===== src/rtl/picmicro_return_stack.sv =====
// Return-address stack for the picmicro PC unit.
// Circular or saturating overflow policy, sticky ovf/unf, high-water mark.
module picmicro_return_stack #(
  parameter int WIDTH     = 13,
  parameter int DEPTH     = 8,
  parameter bit MODE_WRAP = 1'b1
) (
  input  logic                     clk,
  input  logic                     rst,
  input  logic                     push_en,
  input  logic                     pop_en,
  input  logic [WIDTH-1:0]         push_data,
  input  logic                     flush,
  input  logic                     clr_flags,
  output logic [WIDTH-1:0]         out,
  output logic [$clog2(DEPTH):0]   tos,
  output logic                     full,
  output logic                     empty,
  output logic                     ovf,
  output logic                     unf,
  output logic [$clog2(DEPTH):0]   high_water
);

  localparam int AW = $clog2(DEPTH);
  localparam int CW = AW + 1;
  localparam logic [CW-1:0] FULLC = CW'(DEPTH);

  logic [WIDTH-1:0] stack [DEPTH];
  logic [AW-1:0]    ptr, ptr_n, top, waddr;
  logic [CW-1:0]    count, cnt_n, hw, hw_n;
  logic             we, ovf_ev, unf_ev;
  logic             do_push, do_pop, do_rep;

  assign top   = ptr - 1'b1;
  assign full  = (count == FULLC);
  assign empty = (count == '0);
  assign tos   = count;
  assign high_water = hw;
  assign out   = empty ? '0 : stack[top];

  assign do_push = push_en & ~pop_en & ~flush;
  assign do_pop  = pop_en & ~push_en & ~flush;
  assign do_rep  = push_en & pop_en & ~flush;

  always_comb begin
    ptr_n  = ptr;
    cnt_n  = count;
    we     = 1'b0;
    waddr  = ptr;
    ovf_ev = 1'b0;
    unf_ev = 1'b0;
    unique case (1'b1)
      flush: begin
        ptr_n = '0;
        cnt_n = '0;
      end
      do_push: begin
        if (!full) begin
          we    = 1'b1;
          ptr_n = ptr + 1'b1;
          cnt_n = count + 1'b1;
        end else begin
          ovf_ev = 1'b1;
          if (MODE_WRAP) begin
            we    = 1'b1;
            ptr_n = ptr + 1'b1;
          end
        end
      end
      do_pop: begin
        if (!empty) begin
          ptr_n = top;
          cnt_n = count - 1'b1;
        end else begin
          unf_ev = 1'b1;
          if (MODE_WRAP) ptr_n = top;
        end
      end
      do_rep: begin
        we = 1'b1;
        if (!empty) begin
          waddr = top;
        end else begin
          // Replace on an empty stack degrades to a plain push.
          ptr_n  = ptr + 1'b1;
          cnt_n  = count + 1'b1;
          unf_ev = 1'b1;
        end
      end
      default: ;
    endcase
    if (flush) hw_n = '0;
    else       hw_n = (cnt_n > hw) ? cnt_n : hw;
  end

  always_ff @(posedge clk) begin
    if (rst) begin
      ptr   <= '0;
      count <= '0;
      hw    <= '0;
      ovf   <= 1'b0;
      unf   <= 1'b0;
    end else begin
      ptr   <= ptr_n;
      count <= cnt_n;
      hw    <= hw_n;
      ovf   <= ovf_ev | (ovf & ~clr_flags);
      unf   <= unf_ev | (unf & ~clr_flags);
    end
  end

  always_ff @(posedge clk) begin
    if (!rst && we) stack[waddr] <= push_data;
  end

endmodule

===== config.mk =====
export PLATFORM = sky130hd
export DESIGN_NAME = picmicro_return_stack
export DESIGN_NICKNAME = d
export VERILOG_FILES = /design/src/rtl/picmicro_return_stack.sv
export SDC_FILE = /design/constraint.sdc
export NUM_CORES = 1
export LEC_CHECK = 0
export BUFFER_PORTS_ARGS = -buffer_cell sky130_fd_sc_hd__buf_4
export CORE_ASPECT_RATIO = 0.5
export CORE_MARGIN = 8
export CORE_UTILIZATION = 59
export DETAILED_ROUTE_END_ITERATION = 6
export PLACE_DENSITY = 0.77
export SETUP_SLACK_MARGIN = 0.02
export SLEW_MARGIN = 25
export SYNTH_ARGS = -nofsm -noshare
export SYNTH_HDL_FRONTEND = slang
export SYNTH_SLANG_ARGS = --single-unit
export TNS_END_PERCENT = 5

===== constraint.sdc =====
create_clock -name clk -period 3.6 [get_ports clk]
set_clock_uncertainty 0.15 [all_clocks]
set_input_delay 0.72 -clock clk [delete_from_list [all_inputs] [get_ports clk]]
set_output_delay 0.72 -clock clk [all_outputs]
set_load 0.01 [all_outputs]

==> impl_metrics.csv <==
group,metric,value,unit
global_routing,grt_pass1_vias,3345,
timing,rsz0062_at_grt,"no",
worst_setup_path,path_class,"reg -> reg",
synth,syn_area_per_cell,15.3,µm²
global_routing,grt-ovfl-total,0,
global_routing,antenna_found_initial,0,
power_and_ir_drop,p_per_area,572,nW/µm²
global_routing,grt_max_degree,30,
die,die_area,12100,µm²
worst_setup_path,worst-path-max-fanout,13,
cells_and_area,fillers,534,
cells_and_area,fin_area,6180,µm²
synth,synthArstFlopShare,0,%
clock_network,clk_path_buf_depth,2,
cells_and_area,fin_cells,522,
route,wl_per_cell,21.4,µm
route,drtIter0Drc,284,
worst_setup_path,rrSetupSlack,0.32,ns
worst_setup_path,worstSetupEndpointType,"register",
route,drc,0,
timing,max_freq,0.305,GHz
die,die_x,148,µm
global_routing,grt_pass1_wl,17.7,mm
power_and_ir_drop,total_power,3.53,mW
power_and_ir_drop,seq_power_share,42.9,%
placement,gp_congestion,0.863,
timing,period_minus_slack,3.28,ns
synth,synth_xor_xnor_area_share,0.171,%
synth,muxShareOfSynthArea,11.6,%
cells_and_area,layout.nets,422,
placement,hpwl,7.03,mm
power_and_ir_drop,ir_drop,0.000408,V
synth,synthTopCellsByArea,"edfxtp_1 61%, mux4_2 11%, dfxtp_1 5.1%, nand2_1 2.8%, ha_1 2.2%",
synth,ys_types,54,
power_and_ir_drop,combPwrFrac,11.9,%
flow_run,maxCapViolations,0,
cells_and_area,num_antenna_cells,0,
worst_setup_path,worstPathArrival,3.45,ns
route,drt-pass1-iter-count,4,
synth,synth_ff_type,"edfxtp_1",
synth,netlist_instances,335,
synth,syn-num-nets,363,
power_and_ir_drop,power_switching_share,23.9,%
timing,slew_headroom,52.8,%
timing,setup_viol,0,
min_path,min_path_type,"reg -> reg",
min_path,whs_endpoint,"ovf$_SDFF_PP0_",
cells_and_area,syn_to_final_growth,20.8,%
synth,ys_seq_elements,117,
timing,hold_viol_final,0,
route,viasPerCell,6.11,
die,initial_core_util,59.8,%
clock_network,clkSinkCount,117,
worst_setup_path,cp-start-kind,"register",
synth,synth_compound_area_share,8.05,%
die,ios,44,
synth,synth_largest_area_cell,"edfxtp_1",
route,antenna_left,0,
clock_network,cts_tree,"yes",
synth,synth_edf_count,104,
die,core_area,8560,µm²
clock_network,postCtsHoldBufs,0,
power_and_ir_drop,leakage,2.15,nW
clock_network,root_buffer,"clkbuf_16",
timing,tightest_slew,0.690,ns
power_and_ir_drop,clockPowerShare,45.3,%
synth,synthSimpleGateAreaFrac,9.25,%
clock_network,ctsResizeCount,0,
clock_network,numCtsBuffers,17,
placement,dp.cells,492,
worst_setup_path,r2r_cells,12,
synth,synth_seq_area_share,66.2,%
synth,yosysTopAreaCellShare,61.1,%
cells_and_area,drive_above_1_share,29.4,%
power_and_ir_drop,intPower,2.69,mW
clock_network,clk_latency,0.41,ns
route,totalWireLength,11.2,mm
power_and_ir_drop,power.switching,0.845,mW
route,vias,3189,
synth,yosysWarnings,0,
synth,synth_fa_ha_area_share,2.20,%
clock_network,postCtsSetupRepairBufs,0,
min_path,hp-start,"ovf$_SDFF_PP0_",
clock_network,h-tree-depth,4,
timing,period_share,91.0,%
placement,placed_cell_area,5620,µm²
worst_setup_path,worstPathRequired,3.77,ns
timing,slew_violations,0,
global_routing,grt_usage,19.9,%
die,die_y,81.8,µm
placement,portBuffers,43,
worst_setup_path,r2r_start,"tos[0]$_SDFF_PP0_",
run_status,status,"finished clean",
synth,netlist_area,5110,µm²
timing,setup_tns,0,ns
die,rows,24,
worst_setup_path,rr_endpoint,"high_water[3]$_SDFFE_PP0N_",
clock_network,clkTransAtPathRegs,0.05,ns
min_path,hold_depth,2,
synth,synth_top_family_by_area,"multiplexers",
[worst max path at each step]
stage,from,endpoint,slack (ns),depth (start not counted)
4_1_cts,ptr[1]$_SDFFE_PP0P_,out[5],0.30,7
3_5_place_dp,flush,high_water[3]$_SDFFE_PP0N_,0.34,10
5_1_grt,ptr[1]$_SDFFE_PP0P_,out[5],0.16,7
6_report,tos[0]$_SDFF_PP0_,high_water[3]$_SDFFE_PP0N_,0.32,12
2_1_floorplan,ptr[0]$_SDFFE_PP0P_,out[10],0.45,9
3_3_place_gp,flush,high_water[3]$_SDFFE_PP0N_,0.44,9
[cells by family (layout without fill, tap and decap cells)]
kind of cell | Yosys count | after routing
AO/OA/AOI/OAI | 58 | 58
XOR/XNOR | 1 | 1
adder cells (fa/ha/maj) | 9 | 9
buffers and inverters | 30 | 100
flip-flops | 117 | 117
multiplexers | 27 | 27
AND/OR/NAND/NOR | 93 | 93
[layer usage]
layer	up-vias	wire length, µm	GRT usage [%]
li1	1435	-	-
met1	1599	4460	22.6
met2	135	5650	34.1
met3	20	852	6.98
met4	0	196	9.89
met5	-	0	0
[flip-flops by register name (all words and copies together), names as in the netlist]
register and count:
stack 104, high_water 4, tos 4, ptr 3, ovf 1, unf 1
[power groups by stage]
stage               logic, mW  registers [mW]  clock network (mW)
floorplan               0.270            1.54                   0
global placement        0.401            1.54                   0
detailed placement      0.418            1.54                   0
CTS                     0.421            1.51                1.62
global route            0.455            1.52                1.68
finish                  0.419            1.51                1.60
[cell usage in the layout, fill, tap and decap left out, types with 9 or more instances in the layout]
master       n
nor2_1      18
clkbuf_16   17
buf_4       55
mux4_2      26
ha_1         9
a21oi_1     22
dfxtp_1     12
inv_1       13
edfxtp_1   104
nand2_1     38
[worst max-delay path, cell delays in order (launching register included)]
cell      delay (ns)
dfxtp_1         0.36
inv_1           0.15
ha_1            0.26
or3b_4          0.43
inv_2           0.25
nor3_1          0.08
a21oi_1         0.21
nand2_1         0.09
ha_1            0.33
nand3b_1        0.11
and2_1          0.17
or4_1           0.46
o32ai_1         0.12
[cells in the mapped netlist (2+ instances only)]
cell,number
or3b_1,3
a32oi_1,3
nand2b_1,5
buf_2,10
o21ai_0,3
a31oi_1,4
a2111oi_0,4
nand2_1,38
or3_1,3
nor2b_1,4
o32ai_2,2
a21oi_1,22
inv_1,13
nand3b_1,3
ha_1,9
nor2_1,18
dfxtp_1,13
o311ai_1,2
edfxtp_1,104
clkbuf_1,5
mux4_2,26
nor3_1,5
o21ai_1,3
and2_1,2
or2_1,2
[final cells by class]
type	instances	area [µm²]	share of cell area, %
sequential	117	3380	54.8
clock inverter	13	135	2.19
inverter	14	52.6	0.851
clock buffer	17	425	6.89
multi-input combinational	188	1600	25.9
tap	117	146	2.37
timing repair buffer	56	433	7.01
[through the flow]
| step | hold WS (ns) | util [%] | worst slack (ns) |
|---|---|---|---|
| after floorplan | 0.329 | - | 0.454 |
| after global placement | 0.329 | 65.6 | 0.444 |
| after detailed placement | 0.338 | 65.6 | 0.339 |
| after CTS | 0.351 | 72.2 | 0.304 |
| after global routing | 0.372 | 72.2 | 0.161 |
| final | 0.342 | 72.2 | 0.323 |
No activity file was read; power rests on OpenSTA's default activity.
